File: config.mk
export PLATFORM = sky130hd
export DESIGN_NAME = sevenseg_scan3
export DESIGN_NICKNAME = d
export VERILOG_FILES = /design/src/rtl/sevenseg_pkg.sv /design/src/rtl/sevenseg_scan_timer.sv /design/src/rtl/sevenseg_scan3.sv
export SDC_FILE = /design/constraint.sdc
export NUM_CORES = 1
export LEC_CHECK = 0
export CAP_MARGIN = 20
export CORE_MARGIN = 1.5
export CORE_UTILIZATION = 40
export CTS_CLUSTER_SIZE = 14
export DETAILED_ROUTE_END_ITERATION = 10
export DONT_BUFFER_PORTS = 1
export GPL_ROUTABILITY_DRIVEN = 1
export PLACE_DENSITY = 0.55
export SLEW_MARGIN = 5
export SYNTH_ARGS = -nofsm -noshare
export SYNTH_HDL_FRONTEND = slang
export SYNTH_HIERARCHICAL = 1
export SYNTH_SLANG_ARGS = --single-unit
File: constraint.sdc
create_clock -name clk -period 8.3 [get_ports clk]
set_clock_uncertainty 0.1 [all_clocks]
set_input_delay 1.66 -clock clk [delete_from_list [all_inputs] [get_ports clk]]
set_output_delay 1.66 -clock clk [all_outputs]
set_load 0.02 [all_outputs]
File: src/rtl/sevenseg_pkg.sv
// Shared definitions for the three-digit 7-segment scan controller.
package sevenseg_pkg;

  // One-cold, active-low digit enables.
  localparam logic [2:0] EN_DIG0 = 3'b110;
  localparam logic [2:0] EN_DIG1 = 3'b101;
  localparam logic [2:0] EN_DIG2 = 3'b011;
  localparam logic [2:0] EN_OFF  = 3'b111;

  // Slot index: 0 = rightmost digit, 2 = leftmost digit.
  typedef logic [1:0] slot_t;

  // Per-slot phase: all digits dark, then the slot's digit lit.
  typedef enum logic {
    BLANK = 1'b0,
    SHOW  = 1'b1
  } scan_state_e;

  // Nibble of the 12-bit display value belonging to a slot.
  function automatic logic [3:0] pick_nibble(input logic [11:0] value, input slot_t slot);
    logic [3:0] nib;
    case (slot)
      2'd0:    nib = value[3:0];
      2'd1:    nib = value[7:4];
      2'd2:    nib = value[11:8];
      default: nib = 4'h0;
    endcase
    return nib;
  endfunction

  // Decimal-point bit belonging to a slot.
  function automatic logic pick_dp(input logic [2:0] dp, input slot_t slot);
    logic bit_v;
    case (slot)
      2'd0:    bit_v = dp[0];
      2'd1:    bit_v = dp[1];
      2'd2:    bit_v = dp[2];
      default: bit_v = 1'b0;
    endcase
    return bit_v;
  endfunction

  // Active-low enable code for a slot.
  function automatic logic [2:0] slot_enable(input slot_t slot);
    logic [2:0] en;
    case (slot)
      2'd0:    en = EN_DIG0;
      2'd1:    en = EN_DIG1;
      2'd2:    en = EN_DIG2;
      default: en = EN_OFF;
    endcase
    return en;
  endfunction

  // Leading-zero suppression: digit2 dark if it is zero, digit1 dark if
  // both digit2 and digit1 are zero; digit0 always shown.
  function automatic logic slot_suppressed(input logic [11:0] value, input logic lzb,
                                           input slot_t slot);
    logic sup;
    sup = 1'b0;
    if (lzb) begin
      case (slot)
        2'd2:    sup = (value[11:8] == 4'h0);
        2'd1:    sup = (value[11:8] == 4'h0) && (value[7:4] == 4'h0);
        default: sup = 1'b0;
      endcase
    end
    return sup;
  endfunction

endpackage

File: src/rtl/sevenseg_scan_timer.sv
// Slot/digit scan counters. Outputs are look-ahead: they describe the
// values the counters take at the coming edge, so the top level can
// register its display outputs in the same edge without a cycle of lag.
module sevenseg_scan_timer
  import sevenseg_pkg::*;
#(
  parameter int unsigned SCAN_DIV  = 50000,
  parameter int unsigned BLANK_CYC = 500,
  parameter int unsigned CNT_W     = $clog2(SCAN_DIV)
) (
  input  logic  clk,
  input  logic  rst,
  output slot_t slot,
  output logic  in_blank,
  output logic  wrap_frame
);

  localparam logic [CNT_W-1:0] CNT_LAST  = CNT_W'(SCAN_DIV - 1);
  localparam logic [CNT_W-1:0] BLANK_LIM = CNT_W'(BLANK_CYC);

  logic [CNT_W-1:0] cnt_q, cnt_d;
  slot_t            slot_q, slot_d;
  scan_state_e      state_d;
  logic             wrap_slot;

  // Next counter values, slot advance and blank/show phase.
  always_comb begin
    wrap_slot = (cnt_q == CNT_LAST);
    cnt_d     = wrap_slot ? '0 : cnt_q + 1'b1;
    slot_d    = slot_q;
    if (wrap_slot) begin
      slot_d = (slot_q == 2'd2) ? 2'd0 : slot_q + 2'd1;
    end
    state_d    = (cnt_d < BLANK_LIM) ? BLANK : SHOW;
    slot       = slot_d;
    in_blank   = (state_d == BLANK);
    wrap_frame = wrap_slot && (slot_q == 2'd2);
  end

  // Counter registers.
  always_ff @(posedge clk or posedge rst) begin
    if (rst) begin
      cnt_q  <= '0;
      slot_q <= 2'd0;
    end else begin
      cnt_q  <= cnt_d;
      slot_q <= slot_d;
    end
  end

endmodule

File: src/rtl/sevenseg_scan3.sv
// Three-digit scan controller: captures a display value, hands it to the
// display at frame boundaries and time-multiplexes it onto one decoder.
module sevenseg_scan3
  import sevenseg_pkg::*;
#(
  parameter int unsigned SCAN_DIV  = 50000,
  parameter int unsigned BLANK_CYC = 500,
  parameter int unsigned CNT_W     = $clog2(SCAN_DIV)
) (
  input  logic        clk,
  input  logic        rst,
  input  logic        load,
  input  logic [11:0] digits_in,
  input  logic [2:0]  dp_in,
  input  logic        lzb_en,
  output logic        load_ack,
  output logic [3:0]  digit_code,
  output logic        dp_n,
  output logic [2:0]  SevenSegmentEnable,
  output logic        frame_tick
);

  slot_t slot_nx;
  logic  blank_nx;
  logic  wrap_frame;

  sevenseg_scan_timer #(
    .SCAN_DIV  (SCAN_DIV),
    .BLANK_CYC (BLANK_CYC),
    .CNT_W     (CNT_W)
  ) u_timer (
    .clk        (clk),
    .rst        (rst),
    .slot       (slot_nx),
    .in_blank   (blank_nx),
    .wrap_frame (wrap_frame)
  );

  logic [11:0] pend_val_q, pend_val_d;
  logic [2:0]  pend_dp_q, pend_dp_d;
  logic        pend_lzb_q, pend_lzb_d;
  logic        pend_valid_q, pend_valid_d;
  logic [11:0] shadow_val_q, shadow_val_d;
  logic [2:0]  shadow_dp_q, shadow_dp_d;
  logic        shadow_lzb_q, shadow_lzb_d;
  logic        load_ack_q, load_ack_d;
  logic        frame_tick_q, frame_tick_d;
  logic [3:0]  digit_code_q, digit_code_d;
  logic        dp_n_q, dp_n_d;
  logic [2:0]  en_q, en_d;
  logic        lit;

  // Capture into pending, frame-synchronous transfer to shadow, and output muxing.
  always_comb begin
    pend_val_d   = pend_val_q;
    pend_dp_d    = pend_dp_q;
    pend_lzb_d   = pend_lzb_q;
    pend_valid_d = pend_valid_q;
    shadow_val_d = shadow_val_q;
    shadow_dp_d  = shadow_dp_q;
    shadow_lzb_d = shadow_lzb_q;

    if (load) begin
      pend_val_d = digits_in;
      pend_dp_d  = dp_in;
      pend_lzb_d = lzb_en;
    end

    // A load landing on the transfer edge bypasses pending entirely.
    if (wrap_frame) begin
      pend_valid_d = 1'b0;
      if (load) begin
        shadow_val_d = digits_in;
        shadow_dp_d  = dp_in;
        shadow_lzb_d = lzb_en;
      end else if (pend_valid_q) begin
        shadow_val_d = pend_val_q;
        shadow_dp_d  = pend_dp_q;
        shadow_lzb_d = pend_lzb_q;
      end
    end else if (load) begin
      pend_valid_d = 1'b1;
    end

    // Outputs are computed from next-edge state so the registers show it directly.
    lit          = !blank_nx && !slot_suppressed(shadow_val_d, shadow_lzb_d, slot_nx);
    en_d         = lit ? slot_enable(slot_nx) : EN_OFF;
    dp_n_d       = lit ? ~pick_dp(shadow_dp_d, slot_nx) : 1'b1;
    digit_code_d = pick_nibble(shadow_val_d, slot_nx);
    load_ack_d   = load;
    frame_tick_d = wrap_frame;
  end

  // State and output registers.
  always_ff @(posedge clk or posedge rst) begin
    if (rst) begin
      pend_val_q   <= '0;
      pend_dp_q    <= '0;
      pend_lzb_q   <= 1'b0;
      pend_valid_q <= 1'b0;
      shadow_val_q <= '0;
      shadow_dp_q  <= '0;
      shadow_lzb_q <= 1'b0;
      load_ack_q   <= 1'b0;
      frame_tick_q <= 1'b0;
      digit_code_q <= '0;
      dp_n_q       <= 1'b1;
      en_q         <= EN_OFF;
    end else begin
      pend_val_q   <= pend_val_d;
      pend_dp_q    <= pend_dp_d;
      pend_lzb_q   <= pend_lzb_d;
      pend_valid_q <= pend_valid_d;
      shadow_val_q <= shadow_val_d;
      shadow_dp_q  <= shadow_dp_d;
      shadow_lzb_q <= shadow_lzb_d;
      load_ack_q   <= load_ack_d;
      frame_tick_q <= frame_tick_d;
      digit_code_q <= digit_code_d;
      dp_n_q       <= dp_n_d;
      en_q         <= en_d;
    end
  end

  assign load_ack           = load_ack_q;
  assign frame_tick         = frame_tick_q;
  assign digit_code         = digit_code_q;
  assign dp_n               = dp_n_q;
  assign SevenSegmentEnable = en_q;

endmodule

==> results.md, run 1 <==
- The tightest min-delay check is of the register to register type.
- The multi-input combinational cells in the finished layout cover a total of 1360 sq um.
- The tool flagged a number of max-cap violations equal to 0.
- Among all cell types in the netlist, the one instantiated most often is dfrtp_1.
- The netlist area before placement is 3040 sq um.
- The relative area change from synthesis to final layout is 7.56%.
- The async set-reset flop share out of synthesis is 100%.
- The number of antenna violations at the first check in global routing is 0.
- The via count of the first global-routing pass was 2,067.
- Summed over all nets, the half-perimeter wirelength after detailed placement is 4290 um.
- By area the synthesized netlist is led by dfrtp_1 47%, mux2_2 4.8%, o22ai_1 3.7%, dfstp_2 3.5%, nor2_1 3.0%.
- The cell at the root of the clock tree is clkbuf_8.
- The final critical path takes up 43.4% of the cycle.
- Of the synthesized area, sequential elements account for 50.3%.
- For the pin with the worst max-slew slack, the measured transition is 704 ps.
- The worst max-slew margin expressed relative to the limit is between 50% and 60%.
- The area used by sequential logic in the layout is 1530 sq um.
- The maximum level of the CTS H-tree is 3.
- The mean number of vias per cell is 5.46.
- The clock period could shrink to between 3000 and 4000 ps.
- The biggest area contributor in the post-synthesis netlist is dfrtp_1.
- Data on the critical path is required at its endpoint by 8450 ps.
- The die covers 8140 sq um.
- The number of buffers between clock root and the deepest sink is 2.
- The element type at the critical path start is a register.
- Counting flops with a built-in enable in the synthesized netlist gives 0.
- In this design, the largest share of critical-path delay is due to simple AND/OR/NAND/NOR gates.
- The final weighted congestion in routability-driven placement is between 0.8 and 0.9.
- Setup repair after global routing left no endpoint under its margin.
- After filler insertion, the fill cell instance count of the layout stands at 706.
- After detailed routing, the average wire length per cell comes to 16.7 um.
- Summed over all layers, the global routing overflow is 0.
- For this design the ratio of total power to cell area is around 180 nW/um^2.
- The count of final hold-check violations is 0.
- By count the netlist is led by 57 x dfrtp_1, 24 x nor2_1, 18 x o22ai_1.
- The total buffers and inverters traversed by the critical path is 1.
- The category of the critical setup timing path is register to register.
- The violation count after the first detailed-routing iteration is 108.
- The fraction of final layout cells sized beyond drive strength 1 is 18.7%.
- The first global-routing pass estimated 10,700 um of wire.
- The starting utilization of the core area is 41.7%.
- The number of hold buffers added after CTS was 0.
- The clock reaches the later pin of the worst-skew pair after 330 ps.
- The count of clock tree sinks is 61.
- The final wirelength is around 6400 um.
- The core area is around 7300 sq um.
- The total number of yosys warnings is 6.
- The signal on the critical path passes through or4b_1 -> nor4_2 -> and2b_2 -> nand2b_1 -> nor2_2 -> buf_4 -> nand2_1 -> o22ai_1 -> a21oi_2 -> nor4b_2 -> a31oi_1 -> o21ai_1.
- The number of max-slew violations in the final report is 0.
- Across every metal layer, demand over resource in global routing totals 16.8%.
- The I/O pin count is 29.
- In this run the static leakage power is roughly 1.4 nW.
- The biggest fanout along the worst timing path is 29.
- The number of distinct standard cells referenced by the synthesized netlist is 49.
- The per-instance average area after synthesis is about 11 sq um.
- The number of nets at the end of the flow is 305.
- The finished layout holds 383 standard cells, fillers aside.
- The first-pass iteration count of the detailed router is 4.
- The flow ran to the end, and the final reports show no timing, DRC or antenna violations.
- The most used flip-flop cell after synthesis is dfrtp_1.
- The number of instances in the placed design is 368.
- The category of the worst setup path capture point is a register.
- Summed over all failing endpoints, the final setup total negative slack is 0 ps.
- The diode insertion count for antenna repair is 0.
- Counting flops and latches in the post-synthesis netlist gives 61.
- The vertical die dimension is roughly 90 um.
- The number of placement rows is 31.
- The detail route stage leaves a number of antenna-violating nets equal to 0.
- The total CTS buffers is 9.
- The critical path's largest stage delay is 550 ps.
- Entering global routing, the biggest net connects 44 pins.
- For this run, the top clock speed supported by timing is around 280 MHz.
- After clock tree synthesis, the repair step resized 0 gates.
- After detailed routing, the number of remaining DRC violations is 0.
- The number of nets in the synthesized netlist is 311.
- TritonCTS built the clock tree.
- The data arrival time of the critical path is around 3800 ps.
- After synthesis, the largest area contributor takes up 46.9% of total cell area.
- Setup violations remaining at the end of the flow were counted as 0.
- After clock tree synthesis, the clock-pin slew on the worst setup and hold paths is 70 ps.
- Once layout is complete, the utilization of the core stands at 44.9%.
- The die is 90.2 um wide.
- The count of input and output buffers is 0.
- Among all stages on the critical path, the largest delay is contributed by or4b_1.
- The via total after detailed routing is 2,091.
- The worst-case IR drop observed on VDD is 0.107 mV.
- Once the clock tree was built, the setup fixing pass inserted 0 buffers.
- Synthesis produced a netlist whose cell count is ~290.
## report_power, final
group	internal [mW]	switching [mW]
registers	0.305	0.00398
logic	0.00796	0.00934
clock network	0.152	0.114
## per-stage QoR
stage | hold WS [ps] | area [sq um] | worst slack [ps] | total power, mW
floorplan | 371 | 3040 | 5360 | 0.329
global placement | 383 | 3080 | 4840 | 0.332
detailed placement | 388 | 3080 | 4720 | 0.333
CTS | 404 | 3270 | 4700 | 0.605
global route | 426 | 3270 | 4430 | 0.619
finish | 401 | 3270 | 4700 | 0.593
## layer usage
layer | global-route usage [%] | wire, um | vias to the layer above
li1 | - | - | 1018
met1 | 21.9 | 2870 | 1014
met2 | 26.3 | 3140 | 57
met3 | 5.67 | 353 | 2
met4 | 5.42 | 31 | 0
met5 | 0 | 0 | -
## flip-flops by register name, indices dropped and copies added (netlist names), 2 cells and up
signal and count:
u_timer/cnt_q 16, shadow_dp_q 3, SevenSegmentEnable 3, pend_val_q 12, digit_code 4, pend_dp_q 3
shadow_val_q 12, u_timer/slot_q 2
## cell usage in the layout (no fill, tap or decap), types with 3 or more instances in the layout
cell type | synthesis | layout
nand2b_1 | 3 | 3
or3_1 | 3 | 3
nand2_1 | 10 | 10
nor3_1 | 5 | 5
a21oi_2 | 5 | 5
nand4_1 | 3 | 3
and3_1 | 3 | 3
mux2_2 | 13 | 13
o22ai_1 | 18 | 18
inv_1 | 11 | 10
xor2_1 | 7 | 7
nor2_1 | 24 | 23
dfrtp_1 | 57 | 57
o21ai_0 | 11 | 11
and3b_1 | 6 | 6
nor3_2 | 5 | 5
xnor2_1 | 9 | 9
nor2b_1 | 3 | 3
o21ai_1 | 6 | 6
ha_1 | 6 | 6
a222oi_1 | 4 | 4
nand3_1 | 11 | 11
nor4_2 | 3 | 3
clkbuf_8 | 0 | 11
a21oi_1 | 13 | 13
dfstp_2 | 4 | 4
## cell type report
type	instances	share of cell area (%)
inverters	11	1.26
flip-flops and latches	61	46.8
clock buffers	11	4.62
repair buffers	2	0.459
well taps	99	3.78
clock inverters	4	1.45
multi-input cells	195	41.7
## final timing paths
path | startpoint | slack, ps | endpoint | cells past startpoint
max | u_timer/cnt_q[5] | 4700 | dp_n | 12
min | pend_val_q[4] | 400 | pend_val_q[4] | 1
max reg2reg | u_timer/cnt_q[5] | 4700 | dp_n | 12
min reg2reg | pend_val_q[4] | 400 | pend_val_q[4] | 1
max in group asynchronous | rst | 6420 | u_timer/cnt_q[3] | 1
min in group asynchronous | rst | 1220 | u_timer/slot_q[0] | 1
## kinds of logic (layout without fill, tap and decap cells)
logic type / count (synthesis) / after routing / share of synthesized area, %
compound gates: 70 / 70 / 15.0
xor+xnor: 16 / 16 / 4.60
fa+ha+maj: 6 / 6 / 2.47
buf+inv: 30 / 28 / 4.97
flops: 61 / 61 / 50.3
mux: 13 / 13 / 4.81
simple gates: 90 / 90 / 17.8
Note: power is estimated with default switching activity, not from simulation.
==> run 2, diff against run 1 <==
Settings changed: PLACE_DENSITY 0.55 to 0.57.
Clock period 8.3 ns to 3 ns, I/O delays scaled along.
==> results.md, run 2 (same netlist as run 1, synthesis figures left out) <==
- Clock tree synthesis selected as its root buffer the cell clkbuf_8.
- The setup slack of the most critical reg-to-reg path is 70 ps (-4630 ps).
- The count of input and output buffers is 0 (unchanged).
- The starting utilization of the core area was 41.7% (unchanged).
- The number of buffers between clock root and the deepest sink is 2 (unchanged).
- The areal power density over the cells is 450 nW/um^2 (+150%).
- The portion of the clock cycle consumed by the worst path in the final layout is 97.8% (+54 points).
- The number of nets at the end of the flow was 332 (+8.9%).
- The via count of the first global-routing pass is 2,215 (+7.2%).
- The reg-to-reg critical path endpoint is SevenSegmentEnable[2].
- The placement-stage cell area is 3190 sq um (+3.8%).
- The DRC violation count after routing is 0 (unchanged).
- Relative to the synthesized area, the layout overhead comes to 21.9%.
- The cell repeated most along the worst path is buf_12.
- The library cell used most frequently in the layout, excluding fill and tap cells, is dfrtp_1.
- The largest registers in the layout are u_timer/cnt_q (16), pend_val_q (12), shadow_val_q (12).
- The number of antenna violations at the first check in global routing was 0 (unchanged).
- The detail-routed net length per standard cell is 16.5 um (-1.2%).
- The largest vdd supply drop is 0.202 mV (+88%).
- The required arrival time at the worst endpoint is 3160 ps (-5290 ps).
- The minimum period implied by the final worst setup slack came to 2930 ps (-668 ps).
- The proportion of power drawn by combinational gates is 2.8% (about the same).
- The number of nets with antenna violations after detailed routing is 0 (unchanged).
- The total of hold buffers inserted after clock tree synthesis was 0 (unchanged).
- The first-pass iteration count of the detailed router is 4 (unchanged).
- The biggest fanout along the worst timing path is 7 (-76%).
- The internal power summed over all cells is 1.32 mW (+180%).
- The diode insertion count for antenna repair is 0 (unchanged).
- The count of clock tree sinks is 61 (unchanged).
- The clock transition at the registers of the reported paths is 70 ps (about the same).
- Traced cell by cell, the critical path runs through or4b_4 -> nor4_4 -> and2b_2 -> nand2b_4 -> nor2_4 -> buf_12 -> buf_12 -> a21oi_4 -> nor3_4 -> nor4b_4 -> a31oi_4 -> o21ai_1.
- The worst setup path is of the register to register kind.
- The half-perimeter wire length of the detailed placement result is 4480 um (+4.4%).
- The number of instances in the placed design is 382 (+3.8%).
- The clock tree from TritonCTS is built.
- The fraction of final layout cells sized beyond drive strength 1 is 31.1% (+12 points).
- The min-delay analysis places its worst path in the category primary input to async pin.
- The critical path's largest stage delay came to 550 ps (about the same).
- The worst slack on hold paths was 179 ps (-222 ps).
- The violation count after the first detailed-routing iteration came to 113 (+4.6%).
- Setup repair after global routing could not meet its margin everywhere.
- For this design, the slowest cell found on the critical path is or4b_4.
- The switching power is 0.354 mW (+180%).
- The final cell count without fillers came to 411 (+7.3%).
- The setup TNS after final layout was 0 ps (unchanged).
- The data arrival time of the critical path came to 3090 ps (-660 ps).
- The number of max-slew violations in the final report is 0 (unchanged).
- The vertical die dimension came to 90.2 um (unchanged).
- The number of placement rows was 31 (unchanged).
- The flip-flop count of the largest register after layout is 16 (unchanged).
- The clock share of power was 45.9% (+1.0 points).
- The via total after detailed routing is 2,243 (+7.3%).
- The final standard cell area without fillers is 3710 sq um (+13%).
- The maximum level of the CTS H-tree came to 3 (unchanged).
- The final wirelength is 6790 um (+6.1%).
- The mean number of vias per cell is 5.46 (about the same).
- The insertion delay of the later-clocked pin in the worst-skew pair is 340 ps (about the same).
- The first-pass GRT wire length is 11,300 um (+5.5%).
- The floorplan die area came to 8140 sq um (unchanged).
- The overall routing resource usage is 17.9% (+1.0 points).
- The switching power share of the total is 21.2% (-0.25 points).
- The horizontal die dimension was 90.2 um (unchanged).
- More flip-flops sit in one register than any other, and that register is u_timer/cnt_q.
- The I/O pin count is 29 (unchanged).
- The number of maximum-capacitance constraint violations is 0 (unchanged).
- The final weighted congestion in routability-driven placement came to 0.822 (+0.32%).
- The element type at the critical path start is a register.
- In this run the critical register-to-register path is launched from u_timer/cnt_q[5].
- The maximum number of pins on one net before global-route repair came to 44 (unchanged).
- The proportion of power drawn by flip-flops and latches is 51.3% (-0.9 points).
- The total CTS buffers is 9 (unchanged).
- The global-route congestion overflow total was 0 (unchanged).
- The logic depth of the worst register-to-register path is 12 (unchanged).
- The worst setup path is captured at a register.
- The peak clock frequency supported by timing is 341 MHz (+23%).
- The actual transition at the worst max-transition pin is 884 ps (+179 ps).
- The leakage power total is 1.58 nW (+11%).
- The run finished with clean final reports.
- The count of final hold-check violations is 0 (unchanged).
- The setup violation total in the final timing report was 0 (unchanged).
- The core area was 7290 sq um (unchanged).
- In the layout the commonest cells are 57 x dfrtp_1, 23 x buf_4, 20 x nor2_1.
- The worst max-slew margin expressed relative to the limit was 41.0% (-12 points).
## run 2: worst max-delay path, delay by kind of cell, from the launching register on
kind | cells | cell delay (ps)
AOI/OAI and AO/OA | 3 | 370
buffers and inverters | 2 | 260
DFF | 1 | 380
and+or+nand+nor | 7 | 1750
## run 2: per-stage QoR
stage,setup slack [ps],power (mW),utilization (%)
6_report,65.8,1.67,50.9
3_3_place_gp,42.1,0.919,43.8
4_1_cts,-4.65,1.69,48.7
3_5_place_dp,-51.4,0.920,43.8
2_1_floorplan,62.4,0.911,-
5_1_grt,-72.8,1.74,50.9
## run 2: cell type report
type / instances / area [sq um]
clock inverters: 3 / 42.5
inverters: 11 / 41.3
repair buffers: 29 / 284
multi-input cells: 195 / 1520
fillers: 672 / 3580
clock buffers: 13 / 169
well taps: 99 / 124
flip-flops and latches: 61 / 1530
## run 2: worst max path at each step
stage | start | slack (ps) | endpoint | depth (start not counted)
2_1_floorplan | u_timer/cnt_q[7] | 60 | digit_code[2] | 14
3_3_place_gp | u_timer/cnt_q[5] | 40 | SevenSegmentEnable[2] | 12
3_5_place_dp | u_timer/cnt_q[5] | -50 | SevenSegmentEnable[2] | 12
4_1_cts | u_timer/cnt_q[7] | -5 | SevenSegmentEnable[2] | 12
5_1_grt | u_timer/cnt_q[5] | -70 | SevenSegmentEnable[2] | 12
6_report | u_timer/cnt_q[5] | 70 | SevenSegmentEnable[2] | 12
## run 2: repair_timing
item | in CTS | in global routing
pin swaps | 9 | 10
setup endpoints to repair | 4 | 8
gates resized for setup | 5 | 28
buffers inserted | 10 | 3
## run 2: power groups by stage
stage / registers, mW / logic (mW) / clock network (mW)
4_1_cts: 0.857 / 0.0484 / 0.789
3_3_place_gp: 0.872 / 0.0475 / 0
5_1_grt: 0.859 / 0.0540 / 0.831
6_report: 0.857 / 0.0474 / 0.766
2_1_floorplan: 0.867 / 0.0438 / 0
3_5_place_dp: 0.871 / 0.0485 / 0
## run 2: per-layer routing
layer	GRT usage (%)	up-vias	routed length [um]
li1	-	1072	-
met1	23.7	1119	3150
met2	26.3	43	3140
met3	6.18	9	382
met4	7.94	0	116
met5	0	-	0
==> run 3, diff against run 2 <==
Settings changed: SLEW_MARGIN 5 to default.
==> results of run 3 <==
Final layout, timing and power as in run 2 (identical DEF).
